`config.mk`:
```
export PLATFORM = sky130hd
export DESIGN_NAME = pc_sequencer_flat
export DESIGN_NICKNAME = d
export VERILOG_FILES = /design/src/rtl/pc_sequencer_if.sv /design/src/rtl/pc_sequencer.sv /design/src/flat_wrapper.sv
export SDC_FILE = /design/constraint.sdc
export NUM_CORES = 1
export LEC_CHECK = 0
export ABC_CLOCK_PERIOD_IN_PS = 2500
export BUFFER_PORTS_ARGS = -buffer_cell sky130_fd_sc_hd__buf_2
export CORE_UTILIZATION = 50
export CTS_BUF_LIST = sky130_fd_sc_hd__clkbuf_8
export CTS_CLUSTER_SIZE = 30
export DETAILED_ROUTE_END_ITERATION = 8
export HOLD_SLACK_MARGIN = 0.06
export PLACE_DENSITY_LB_ADDON = 0.15
export SLEW_MARGIN = 15
export SYNTH_ARGS = -nofsm -noshare
export SYNTH_HDL_FRONTEND = slang
export SYNTH_SLANG_ARGS = --single-unit
```
`constraint.sdc`:
```
create_clock -name CLK -period 2.5 [get_ports CLK]
set_input_delay 0.5 -clock CLK [delete_from_list [all_inputs] [get_ports CLK]]
set_output_delay 0.5 -clock CLK [all_outputs]
set_load 0.01 [all_outputs]
```
`src/rtl/pc_sequencer_if.sv`:
```
// Decoder/adder-facing signal bundle for the mc6502 PC sequencer.
// The slave modport is the sequencer's view; master is the surrounding CPU/adder view.
interface pc_sequencer_if;
  logic       STEP;
  logic       INC_REQ;
  logic       BR_REQ;
  logic       BR_COND;
  logic [7:0] OFFSET;
  logic       LOAD_REQ;
  logic [7:0] LOAD_ADL;
  logic [7:0] LOAD_ADH;
  logic       ADDER_RES_N;
  logic [7:0] ADDER_IL;
  logic [7:0] ADDER_IH;
  logic [7:0] ADDER_SRC;
  logic [1:0] ADDER_CTRL;
  logic [7:0] ADDER_OL;
  logic [7:0] ADDER_OH;
  logic       ADDER_CARRY;
  logic [7:0] PCL;
  logic [7:0] PCH;
  logic       BUSY;
  logic       BR_DONE;
  logic       PAGE_CROSS;

  modport slave (
    input  STEP, INC_REQ, BR_REQ, BR_COND, OFFSET, LOAD_REQ, LOAD_ADL, LOAD_ADH,
    input  ADDER_OL, ADDER_OH, ADDER_CARRY,
    output ADDER_RES_N, ADDER_IL, ADDER_IH, ADDER_SRC, ADDER_CTRL,
    output PCL, PCH, BUSY, BR_DONE, PAGE_CROSS
  );

  modport master (
    output STEP, INC_REQ, BR_REQ, BR_COND, OFFSET, LOAD_REQ, LOAD_ADL, LOAD_ADH,
    output ADDER_OL, ADDER_OH, ADDER_CARRY,
    input  ADDER_RES_N, ADDER_IL, ADDER_IH, ADDER_SRC, ADDER_CTRL,
    input  PCL, PCH, BUSY, BR_DONE, PAGE_CROSS
  );
endinterface

```
`src/rtl/pc_sequencer.sv`:
```
// Owns the 16-bit PC and steers the external PC adder through increment, load
// and relative-branch operations, including the page-crossing high-byte fix.
module pc_sequencer #(
  parameter logic [15:0] PC_RESET  = 16'hFFFC,
  parameter logic [1:0]  CTRL_HOLD = 2'd0,
  parameter logic [1:0]  CTRL_INC  = 2'd1,
  parameter logic [1:0]  CTRL_ADD  = 2'd2,
  parameter logic [1:0]  CTRL_CADD = 2'd3
) (
  input  logic            CLK,
  input  logic            RES,
  pc_sequencer_if.slave   bus
);

  typedef enum logic [1:0] {
    IDLE = 2'd0,
    ADD  = 2'd1,
    FIX  = 2'd2
  } state_t;

  state_t     state, state_next;
  logic [7:0] pcl_q, pcl_next;
  logic [7:0] pch_q, pch_next;
  logic [7:0] offset_q, offset_next;
  logic       dir_down_q, dir_down_next;
  logic       br_done_q, br_done_next;
  logic       page_cross_q, page_cross_next;
  logic       neg;
  logic       cross_up;
  logic       cross_down;

  assign neg        = offset_q[7];
  assign cross_up   = !neg && bus.ADDER_CARRY;
  assign cross_down = neg && !bus.ADDER_CARRY;

  always_ff @(posedge CLK) begin
    if (RES) begin
      state        <= IDLE;
      pcl_q        <= PC_RESET[7:0];
      pch_q        <= PC_RESET[15:8];
      offset_q     <= 8'h00;
      dir_down_q   <= 1'b0;
      br_done_q    <= 1'b0;
      page_cross_q <= 1'b0;
    end else begin
      state        <= state_next;
      pcl_q        <= pcl_next;
      pch_q        <= pch_next;
      offset_q     <= offset_next;
      dir_down_q   <= dir_down_next;
      br_done_q    <= br_done_next;
      page_cross_q <= page_cross_next;
    end
  end

  // Pulse registers default to 0, so a stalled cycle clears any pending pulse.
  always_comb begin
    state_next      = state;
    pcl_next        = pcl_q;
    pch_next        = pch_q;
    offset_next     = offset_q;
    dir_down_next   = dir_down_q;
    br_done_next    = 1'b0;
    page_cross_next = 1'b0;
    bus.ADDER_CTRL  = CTRL_HOLD;

    if (bus.STEP) begin
      unique case (state)
        IDLE: begin
          if (bus.LOAD_REQ) begin
            pcl_next = bus.LOAD_ADL;
            pch_next = bus.LOAD_ADH;
          end else if (bus.BR_REQ) begin
            if (bus.BR_COND) begin
              offset_next = bus.OFFSET;
              state_next  = ADD;
            end else begin
              bus.ADDER_CTRL = CTRL_INC;
              pcl_next       = bus.ADDER_OL;
              pch_next       = bus.ADDER_OH;
              br_done_next   = 1'b1;
            end
          end else if (bus.INC_REQ) begin
            bus.ADDER_CTRL = CTRL_INC;
            pcl_next       = bus.ADDER_OL;
            pch_next       = bus.ADDER_OH;
          end
        end

        ADD: begin
          bus.ADDER_CTRL = CTRL_ADD;
          pcl_next       = bus.ADDER_OL;
          if (cross_up || cross_down) begin
            dir_down_next = cross_down;
            state_next    = FIX;
          end else begin
            br_done_next = 1'b1;
            state_next   = IDLE;
          end
        end

        FIX: begin
          // Backward crossings borrow locally; the adder only knows how to add carry.
          if (dir_down_q) begin
            pch_next = pch_q - 8'd1;
          end else begin
            bus.ADDER_CTRL = CTRL_CADD;
            pch_next       = bus.ADDER_OH;
          end
          br_done_next    = 1'b1;
          page_cross_next = 1'b1;
          state_next      = IDLE;
        end

        default: begin
          state_next = IDLE;
        end
      endcase
    end
  end

  assign bus.ADDER_SRC   = (state == ADD) ? offset_q : 8'h00;
  assign bus.BUSY        = (state != IDLE);
  assign bus.ADDER_RES_N = ~RES;
  assign bus.ADDER_IL    = pcl_q;
  assign bus.ADDER_IH    = pch_q;
  assign bus.PCL         = pcl_q;
  assign bus.PCH         = pch_q;
  assign bus.BR_DONE     = br_done_q;
  assign bus.PAGE_CROSS  = page_cross_q;

endmodule

```
`src/flat_wrapper.sv`:
```
// flat-port wrapper written by rule: the top's interface ports become plain ports
module pc_sequencer_flat 
#(
  parameter logic [15:0] PC_RESET  = 16'hFFFC,
  parameter logic [1:0]  CTRL_HOLD = 2'd0,
  parameter logic [1:0]  CTRL_INC  = 2'd1,
  parameter logic [1:0]  CTRL_ADD  = 2'd2,
  parameter logic [1:0]  CTRL_CADD = 2'd3
)
  (CLK, RES, bus_STEP, bus_INC_REQ, bus_BR_REQ, bus_BR_COND, bus_OFFSET, bus_LOAD_REQ, bus_LOAD_ADL, bus_LOAD_ADH, bus_ADDER_OL, bus_ADDER_OH, bus_ADDER_CARRY, bus_ADDER_RES_N, bus_ADDER_IL, bus_ADDER_IH, bus_ADDER_SRC, bus_ADDER_CTRL, bus_PCL, bus_PCH, bus_BUSY, bus_BR_DONE, bus_PAGE_CROSS);
  pc_sequencer_if bus_i ();
  input  logic CLK;
  input  logic RES;
  input wire logic [$bits(bus_i.STEP)-1:0] bus_STEP;
  input wire logic [$bits(bus_i.INC_REQ)-1:0] bus_INC_REQ;
  input wire logic [$bits(bus_i.BR_REQ)-1:0] bus_BR_REQ;
  input wire logic [$bits(bus_i.BR_COND)-1:0] bus_BR_COND;
  input wire logic [$bits(bus_i.OFFSET)-1:0] bus_OFFSET;
  input wire logic [$bits(bus_i.LOAD_REQ)-1:0] bus_LOAD_REQ;
  input wire logic [$bits(bus_i.LOAD_ADL)-1:0] bus_LOAD_ADL;
  input wire logic [$bits(bus_i.LOAD_ADH)-1:0] bus_LOAD_ADH;
  input wire logic [$bits(bus_i.ADDER_OL)-1:0] bus_ADDER_OL;
  input wire logic [$bits(bus_i.ADDER_OH)-1:0] bus_ADDER_OH;
  input wire logic [$bits(bus_i.ADDER_CARRY)-1:0] bus_ADDER_CARRY;
  output wire logic [$bits(bus_i.ADDER_RES_N)-1:0] bus_ADDER_RES_N;
  output wire logic [$bits(bus_i.ADDER_IL)-1:0] bus_ADDER_IL;
  output wire logic [$bits(bus_i.ADDER_IH)-1:0] bus_ADDER_IH;
  output wire logic [$bits(bus_i.ADDER_SRC)-1:0] bus_ADDER_SRC;
  output wire logic [$bits(bus_i.ADDER_CTRL)-1:0] bus_ADDER_CTRL;
  output wire logic [$bits(bus_i.PCL)-1:0] bus_PCL;
  output wire logic [$bits(bus_i.PCH)-1:0] bus_PCH;
  output wire logic [$bits(bus_i.BUSY)-1:0] bus_BUSY;
  output wire logic [$bits(bus_i.BR_DONE)-1:0] bus_BR_DONE;
  output wire logic [$bits(bus_i.PAGE_CROSS)-1:0] bus_PAGE_CROSS;
  assign bus_i.STEP = bus_STEP;
  assign bus_i.INC_REQ = bus_INC_REQ;
  assign bus_i.BR_REQ = bus_BR_REQ;
  assign bus_i.BR_COND = bus_BR_COND;
  assign bus_i.OFFSET = bus_OFFSET;
  assign bus_i.LOAD_REQ = bus_LOAD_REQ;
  assign bus_i.LOAD_ADL = bus_LOAD_ADL;
  assign bus_i.LOAD_ADH = bus_LOAD_ADH;
  assign bus_i.ADDER_OL = bus_ADDER_OL;
  assign bus_i.ADDER_OH = bus_ADDER_OH;
  assign bus_i.ADDER_CARRY = bus_ADDER_CARRY;
  assign bus_ADDER_RES_N = bus_i.ADDER_RES_N;
  assign bus_ADDER_IL = bus_i.ADDER_IL;
  assign bus_ADDER_IH = bus_i.ADDER_IH;
  assign bus_ADDER_SRC = bus_i.ADDER_SRC;
  assign bus_ADDER_CTRL = bus_i.ADDER_CTRL;
  assign bus_PCL = bus_i.PCL;
  assign bus_PCH = bus_i.PCH;
  assign bus_BUSY = bus_i.BUSY;
  assign bus_BR_DONE = bus_i.BR_DONE;
  assign bus_PAGE_CROSS = bus_i.PAGE_CROSS;
  pc_sequencer #(.PC_RESET(PC_RESET), .CTRL_HOLD(CTRL_HOLD), .CTRL_INC(CTRL_INC), .CTRL_ADD(CTRL_ADD), .CTRL_CADD(CTRL_CADD)) u_core (.CLK(CLK), .RES(RES), .bus(bus_i));
endmodule
```
# Word-level counts from Yosys, hierarchy flattened
# Cells that the tools add are included.
totals:
  mem_count: 0
  word_cells: 63
  reg_bits: 29
  mem_bits_rw: 0
  latchBits: 0
  output_inout_bits: 46
  romBits: 0
op_classes:
  n_mul: 0
  n_shift: 0
  n_eq_ne: 7
  order_cmp: 0
  div_mod_pow: 0
  add_sub_neg: 1
  n_mux: 30
  reduce_logical: 15
  bitwise: 3
ops:
  columns: ["op", "count"]
  rows:
  - ["8-bit two-way mux", 10]
  - ["8-bit one-hot mux with 2 select lines", 2]
  - ["2-bit two-way mux", 8]
  - ["4-bit AND reduction", 3]
  - ["4-bit != test (second input constant)", 2]
  - ["8-bit by 1-bit subtractor with 8-bit output (second input constant)", 1]
  - ["1-bit two-way mux", 7]
  - ["2-bit != test (second input constant)", 3]
  - ["2-bit one-hot mux with 3 select lines", 1]
  - ["2-bit nonzero test", 3]
  - ["5-bit AND reduction", 1]
  - ["2-bit one-hot mux with 2 select lines", 1]
  - ["1-bit NOT", 3]
  - ["1-bit one-hot mux with 3 select lines", 1]
  - ["3-bit AND reduction", 1]
  - ["2-bit by 1-bit == test with 1-bit output (second input constant)", 1]
  - ["2-bit == test (second input constant)", 1]
  - ["1-bit logical AND", 2]
  - ["1-bit zero test", 2]
  - ["2-bit zero test", 1]
  - ["2-bit OR reduction", 1]
  - ["1-bit logical OR", 1]

# Depth between registers and ports, before layout
# Gate-level depths: netlist (run 1).
logic_depth:
  ltp_word: 5
  depth_mapped: 6
  mapped_depth_nobuf: 6

# Worst setup path before layout (run 1)
# No wires, ideal clock.
synth_path:
  kind: "input to output"
  start: "in bus_BR_REQ"
  end: "out bus_ADDER_CTRL[0]"
  n_path_buf: 0
  t_required_ns: 2.000
  cell_stages: 3
  t_arrival_ns: 1.366
  slack_ns: 0.634
  cell_sequence: "nor2b_1 o21ai_0 a211oi_1"
synth_between:
  elab_chain_cells: 4
synth_rtl:
  columns: ["element", "line", "text"]
  rows:
  - ["start, declared", "flat_wrapper.sv:16", "input wire logic [$bits(bus_i.BR_REQ)-1:0] bus_BR_REQ;"]
  - ["2-bit two-way mux", "pc_sequencer.sv:73", "end else if (bus.BR_REQ) begin"]
  - ["2-bit two-way mux", "pc_sequencer.sv:70", "if (bus.LOAD_REQ) begin"]
  - ["2-bit one-hot mux with 3 select lines", "pc_sequencer.sv:68", "unique case (state)"]
  - ["2-bit two-way mux", "pc_sequencer.sv:67", "if (bus.STEP) begin"]
  - ["end, declared", "flat_wrapper.sv:29", "output wire logic [$bits(bus_i.ADDER_CTRL)-1:0] bus_ADDER_CTRL;"]
# No other way between the ends.

# Worst setup path after layout (run 1)
layout_path:
  start: "reg u_core.state[0]"
  end: "out bus_ADDER_CTRL[1]"
layout_between:
  elab_chain_cells: 3
layout_rtl:
  columns: ["element", "line", "text"]
  rows:
  - ["start, declared", "pc_sequencer.sv:21", "state_t state, state_next;"]
  - ["start signal, assigned", "pc_sequencer.sv:46", "state <= state_next;"]
  - ["2-bit == test, or another cell as far along", "pc_sequencer.sv:68", null]
  - ["2-bit one-hot mux with 3 select lines (*)", "pc_sequencer.sv:68", null]
  - ["2-bit two-way mux (*)", "pc_sequencer.sv:67", null]
# Every way passes the cells marked *; elsewhere a longest branch is shown, timed or not.

==> run metrics, run 1 <==
crit path cell chain nand2b_1 > nor2_1 > nor2_1 > nor2_1 > buf_2; Fin. Hold Viols 0; outcome complete, no violations; GP Congestion 0.775; global-route wire length before repair 5930 um; Synth Area in XOR/XNOR 0.490%; clk sinks 29; Syn Area/Cell about 8.6 sq um; asr flop ratio synth 0%; DRC 0; Pwr Density 501 nW/um^2; Setup CP Type reg -> out; Yosys reg bits 29; Max Cap Viol 0; CTS tree yes; CP Data Arrival Time 1.55 ns; initial antenna violation count 0; H-tree levels 2; Period Utilization, post-route 82.2%; grt total ovfl 0; post-synthesis mux area share 10.1%; Finished Layout Cells 330; gr usage total 21.3%; design area 2240 sq um; worst-skew pair later-pin latency between 0.2 and 0.3 ns; CTS Hold Bufs 0; synthesized area 1790 sq um; Layout area overhead 25.2%; Max FO, Critical Path 17; max-slew violation total from the final report 0; setup TNS 0 ns; Netlist cell types 48; clk slew on worst S/H paths 0.06 ns; Inst Count DP 323; starting DRC count in detailed routing 88; Longest Clk Path Bufs 2; Avg Vias per Cell 5.22; Routed wire per std cell 12.2 um; post-synthesis simple-gate area fraction 25.7%; Worst VDD drop 0.364 mV; relative slew slack between 50% and 60%; core area 3390 sq um; Startpoint Class flop; largest family of logic cells by synthesized area simple AND/OR/NAND/NOR gates; Gate Count Post-Synth 208; chip width 61.8 um; largest net degree at the start of global routing 22; post-route ant nets 0; Initial Util 52.8%; setup violators final 0; Peak Freq 487 MHz; DIE AREA between 3000 and 4000 sq um; Most common cell on crit path nor2_1; EDFF count, synth 0; Ports 94; Synthesized Nets between 200 and 300; unrepaired setup endpoints after global routing no; vias in the first global route between 1,000 and 1,500; Ys Warns 0; CP max stage delay roughly 0.61 ns; drt pass-1 iters 4; final worst path period need between 2 and 2.5 ns; crit end category primary output; Critical path buffers and inverters 1; Leak 0.00107 uW; CP top delay family flip-flops; WL final 4010 um; DP HPWL 3030 um; post-place instance area 2150 sq um; Port Buffers a little over 90; number of post-CTS setup repair buffers 0; WP data required approximately 2.0 ns; Slowest cell on crit path dfxtp_1; Synth Area in Compound Gates 18.2%; Seq/Total Area, Yosys 32.5%; ys flop type dfxtp_1; Inserted Clock Buffers 5; Hold/Removal Path Class in -> reg; adder-cell share of the synthesized area 1.40%; via count between 1,500 and 2,000; Clock Skews 0.00617 ns; Row Count 21; clk root buf clkbuf_8; # diodes 0; share of cells above drive strength 1 39.4%; CTS resizes 0; Slew @ Worst Pin around 0.67 ns; Nets between 300 and 400; die height 61.8 um
==> Yosys cell counts, types with 2 or more instances <==
cell / n / area, sq um
clkbuf_1: 7 / 26.3
a22oi_2: 3 / 37.5
dfxtp_1: 29 / 581
buf_6: 2 / 22.5
nor2b_1: 4 / 25.0
ha_1: 2 / 25.0
nand4_1: 3 / 18.8
o221ai_1: 3 / 26.3
and3_1: 10 / 62.6
nand2_1: 17 / 63.8
inv_1: 7 / 26.3
or3_1: 3 / 18.8
a21o_1: 2 / 15.0
o311ai_4: 2 / 52.6
o21ai_0: 5 / 25.0
nor2_4: 2 / 22.5
o22ai_1: 2 / 12.5
mux2i_1: 17 / 170
nor3_1: 5 / 25.0
nor2_1: 26 / 97.6
a21oi_1: 3 / 15.0
o211ai_1: 6 / 45.0
nor3b_1: 2 / 15.0
buf_4: 17 / 128
a211oi_1: 3 / 22.5
nand2b_1: 2 / 12.5
o311ai_1: 3 / 26.3
==> per-layer routing <==
metal | global-route usage (%) | up-vias | part of all wire, %
li1 | - | 881 | -
met1 | 29.4 | 776 | 50
met2 | 32.0 | 61 | 44
met3 | 5.18 | 4 | 5.4
met4 | 8.57 | 0 | 1.0
met5 | 0 | - | 0
==> stage by stage <==
step / power [uW] / utilization [%] / hold slack [ns] / worst slack (ns)
after floorplan: 681 / - / 0.452 / 0.634
after global placement: 749 / 63.5 / 0.469 / 0.466
after detailed placement: 752 / 63.5 / 0.479 / 0.471
after CTS: 1130 / 66.0 / 0.462 / 0.446
after global routing: 1180 / 66.0 / 0.466 / 0.268
final: 1120 / 66.0 / 0.465 / 0.445
==> worst min-delay path, stage by stage <==
cell and delay, ns:
buf_2 0.08, mux2i_1 0.05, nor2_1 0.07
==> path summary, 6_finish.rpt <==
kind | start | end | slack [ns] | depth (start not counted)
setup reg to reg | u_core.bus.ADDER_IH[0] | u_core.bus.ADDER_IH[6] | 0.65 | 6
hold / removal | bus_OFFSET[1] | u_core.offset_q[1] | 0.47 | 3
hold reg to reg | u_core.offset_q[2] | u_core.offset_q[2] | 0.49 | 2
setup / recovery | u_core.state[0] | bus_ADDER_CTRL[1] | 0.45 | 5
==> logic make-up after synthesis <==
family / after synthesis
buf+inv: 34
flops: 29
xor+xnor: 1
compound gates: 38
mux: 18
fa+ha+maj: 2
simple gates: 86
==> final cells by class <==
cell class	instances	area, sq um
fill	283	1150
multi-input combinational	145	1000
sequential	29	581
timing repair buffer	96	488
clock buffer	6	82.6
tap	46	57.6
inverter	7	26.3
clock inverter	1	3.75
==> flip-flops by register name, indices dropped and copies added (netlist names) <==
name,count
u_core.bus.ADDER_IH,8
u_core.bus.ADDER_IL,8
u_core.offset_q,8
u_core.state,2
u_core.bus.BR_DONE,1
u_core.bus.PAGE_CROSS,1
u_core.dir_down_q,1
==> cell usage in the layout, fill, tap and decap left out, types with 5 or more instances in the layout <==
master    count
nand2_1      17
inv_1         8
nor2_1       26
o21ai_0       5
nor3_1        5
o211ai_1      6
dfxtp_1      29
buf_2        93
mux2i_1      17
and3_1       10
clkbuf_8      6
==> power breakdown <==
group / total [uW] / internal [uW] / leakage [uW] / switching (uW)
Combinational: 228 / 110 / 0.000779 / 118
Clock: 382 / 214 / 0.0000485 / 168
Sequential: 513 / 488 / 0.000238 / 25.5
Total: 1120 / 811 / 0.00107 / 311
(Power assumes the default switching activity.)
==> run 2: changes to the inputs <==
ABC_CLOCK_PERIOD_IN_PS = 1700   (was 2500)
CORE_UTILIZATION = 42   (was 50)
clock period = 1.7 ns   (was 2.5 ns; I/O delays follow)
==> run 2 against run 1 <==
  * Combinational power is 70% higher
  * Clock power is 97% higher
  * Largest cell class unchanged
  * Critical path type is now reg -> reg
  * Critical endpoint is now u_core.bus.ADDER_IH[6]
  * Power is 68% higher
  * Design area is 8.8% higher
  * Sequential power is 46% higher
  * Wire length is 17% higher
  * First-iteration DRC count is 10% lower
==> run metrics, run 2 (synthesis results as in run 1) <==
Max FO, Critical Path 3 (was 17); Ports 94 (unchanged); Slew @ Worst Pin 0.513 ns (was 0.670 ns); die height 67.2 um (was 61.8 um); total power 1890 uW (was 1120 uW); post-route setup slack 0.0195 ns (was 0.445 ns); DIE AREA 4520 sq um (was 3820 sq um); Startpoint Class flop (unchanged); setup violators final 0 (unchanged); core area 4060 sq um (was 3390 sq um); largest net degree at the start of global routing 21 (was 22); most frequent cells in the layout buf_2 (93), nor2_1 (25), dfxtp_1 (25), mux2i_1 (17), nand2_1 (17) (was buf_2 (93), dfxtp_1 (29), nor2_1 (26), mux2i_1 (17), nand2_1 (17)); WL final 4700 um (was 4010 um); dpl ws 0.00531 ns (was 0.471 ns); grt total ovfl 0 (unchanged); CTS Hold Bufs 0 (unchanged); post-place instance area 2270 sq um (was 2150 sq um); grt peak-use layer met2 (unchanged); DP HPWL 3530 um (was 3030 um); Port Buffers 93 (unchanged); crit end category flop (was primary output); share of cells above drive strength 1 47.0% (was 39.4%); Row Count 23 (was 21); # diodes 0 (unchanged); Max Cap Viol 0 (unchanged); drt pass-1 iters 4 (unchanged); worst hold start bus_OFFSET[5] (was bus_OFFSET[1]); Pwr Density 774 nW/um^2 (was 501 nW/um^2); starting DRC count in detailed routing 79 (was 88); Nets 349 (was 334); unrepaired setup endpoints after global routing yes (was no); vias in the first global route 1,618 (was 1,309); DRC 0 (unchanged); Critical path buffers and inverters 1 (unchanged); design area 2440 sq um (was 2240 sq um); WP data required 1.94 ns (was 2.00 ns); Avg Vias per Cell 5.20 (was 5.22); worst hold slack 0.282 ns (was 0.465 ns); relative slew slack 64.9% (was 55.0%); global-route wire length before repair 7310 um (was 5930 um); Setup CP Type reg -> reg (was reg -> out); Fin. Hold Viols 0 (unchanged); crit path cell chain inv_2 > ha_4 > or3b_4 > or4_1 > a31oi_1 > o31a_1 (was nand2b_1 > nor2_1 > nor2_1 > nor2_1 > buf_2); Routed wire per std cell 13.4 um (was 12.2 um); Peak Freq 595 MHz; clk root buf clkbuf_8 (unchanged); max-slew violation total from the final report 0 (unchanged); Inserted Clock Buffers 5 (unchanged); Clock Skews 0.00245 ns (was 0.00617 ns); CP max stage delay 0.40 ns (was 0.61 ns); CP startpoint u_core.bus.ADDER_IH[0] (was u_core.state[0]); worst-skew pair later-pin latency 0.29 ns (was 0.28 ns); H-tree levels 2 (unchanged); clk sinks 29 (unchanged); post-route ant nets 0 (unchanged); clk slew on worst S/H paths 0.06 ns (about the same); via count 1,819 (was 1,722); met2 Track Usage GR 31.9% (was 32.0%); Layout area overhead 36.2% (was 25.2%); Leak 0.00115 uW (was 0.00107 uW); initial antenna violation count 0 (unchanged); chip width 67.2 um (was 61.8 um); met3 usage 4.05% (was 5.18%); Hold/Removal Path Class in -> reg (unchanged); CTS tree yes (unchanged); Longest Clk Path Bufs 2 (unchanged); final worst path period need around 1.7 ns; reg2reg start u_core.bus.ADDER_IH[0] (unchanged); grt met1 use 29.2% (was 29.4%); GP Congestion 0.836 (was 0.775); Slowest cell on crit path or4_1 (was dfxtp_1); Initial Util 44.1% (was 52.8%); Worst VDD drop 0.617 mV (was 0.364 mV); gr usage total 21.5% (was 21.3%); CP Data Arrival Time 1.92 ns (was 1.55 ns); most common cell after layout, fill and taps aside buf_2 (unchanged); Period Utilization, post-route 98.9%; outcome complete, no violations (unchanged); CP top delay family simple AND/OR/NAND/NOR gates (was flip-flops)
==> run 2: timing repair <==
item                       4_1_cts  5_1_grt
resized for setup                3       10
pin swaps                        4        4
hold endpoints to repair         0        0
setup endpoints to repair        5       15
buffers inserted                 1        0
==> run 2: routing by layer <==
layer | routed length, um | share of wire [%]
met5 | 0 | 0
met4 | 85 | 1.8
met3 | 301 | 6.4
met2 | 2100 | 45
met1 | 2220 | 47
==> run 2: area by class of cell <==
class | instances | area [sq um]
clock buffer | 6 | 82.6
multi-input combinational | 145 | 1030
tap | 50 | 62.6
inverter | 7 | 30.0
sequential | 29 | 586
timing repair buffer | 111 | 608
fill | 369 | 1620
clock inverter | 2 | 33.8
==> run 2: path summary, 6_finish.rpt <==
kind	endpoint	slack, ns	depth (start not counted)
worst min-delay path	u_core.offset_q[5]	0.28	3
worst max register to register	u_core.bus.ADDER_IH[6]	0.02	6
worst min register to register	u_core.offset_q[5]	0.49	2
worst max-delay path	u_core.bus.ADDER_IH[6]	0.02	6
==> run 2: worst min-delay path: cells and delay by family <==
| kind | cells | cell delay, ns |
|---|---|---|
| muxes | 1 | 0.05 |
| buffers and inverters | 1 | 0.07 |
| and+or+nand+nor | 1 | 0.07 |
==> run 2: report_power, final <==
group          leakage [uW]  total (uW)  switching, uW  internal, uW
logic              0.000854         387            197           189
registers          0.000238         748           29.6           718
clock network     0.0000626         751            280           471
==> run 2: metrics by stage <==
stage | setup TNS (ns) | utilization (%) | instances
3_3_place_gp | 0 | 55.9 | 341
6_report | 0 | 60.0 | 350
5_1_grt | -0.120 | 60.0 | 350
4_1_cts | 0 | 59.4 | 350
3_5_place_dp | 0 | 55.9 | 341
2_1_floorplan | 0 | - | 208
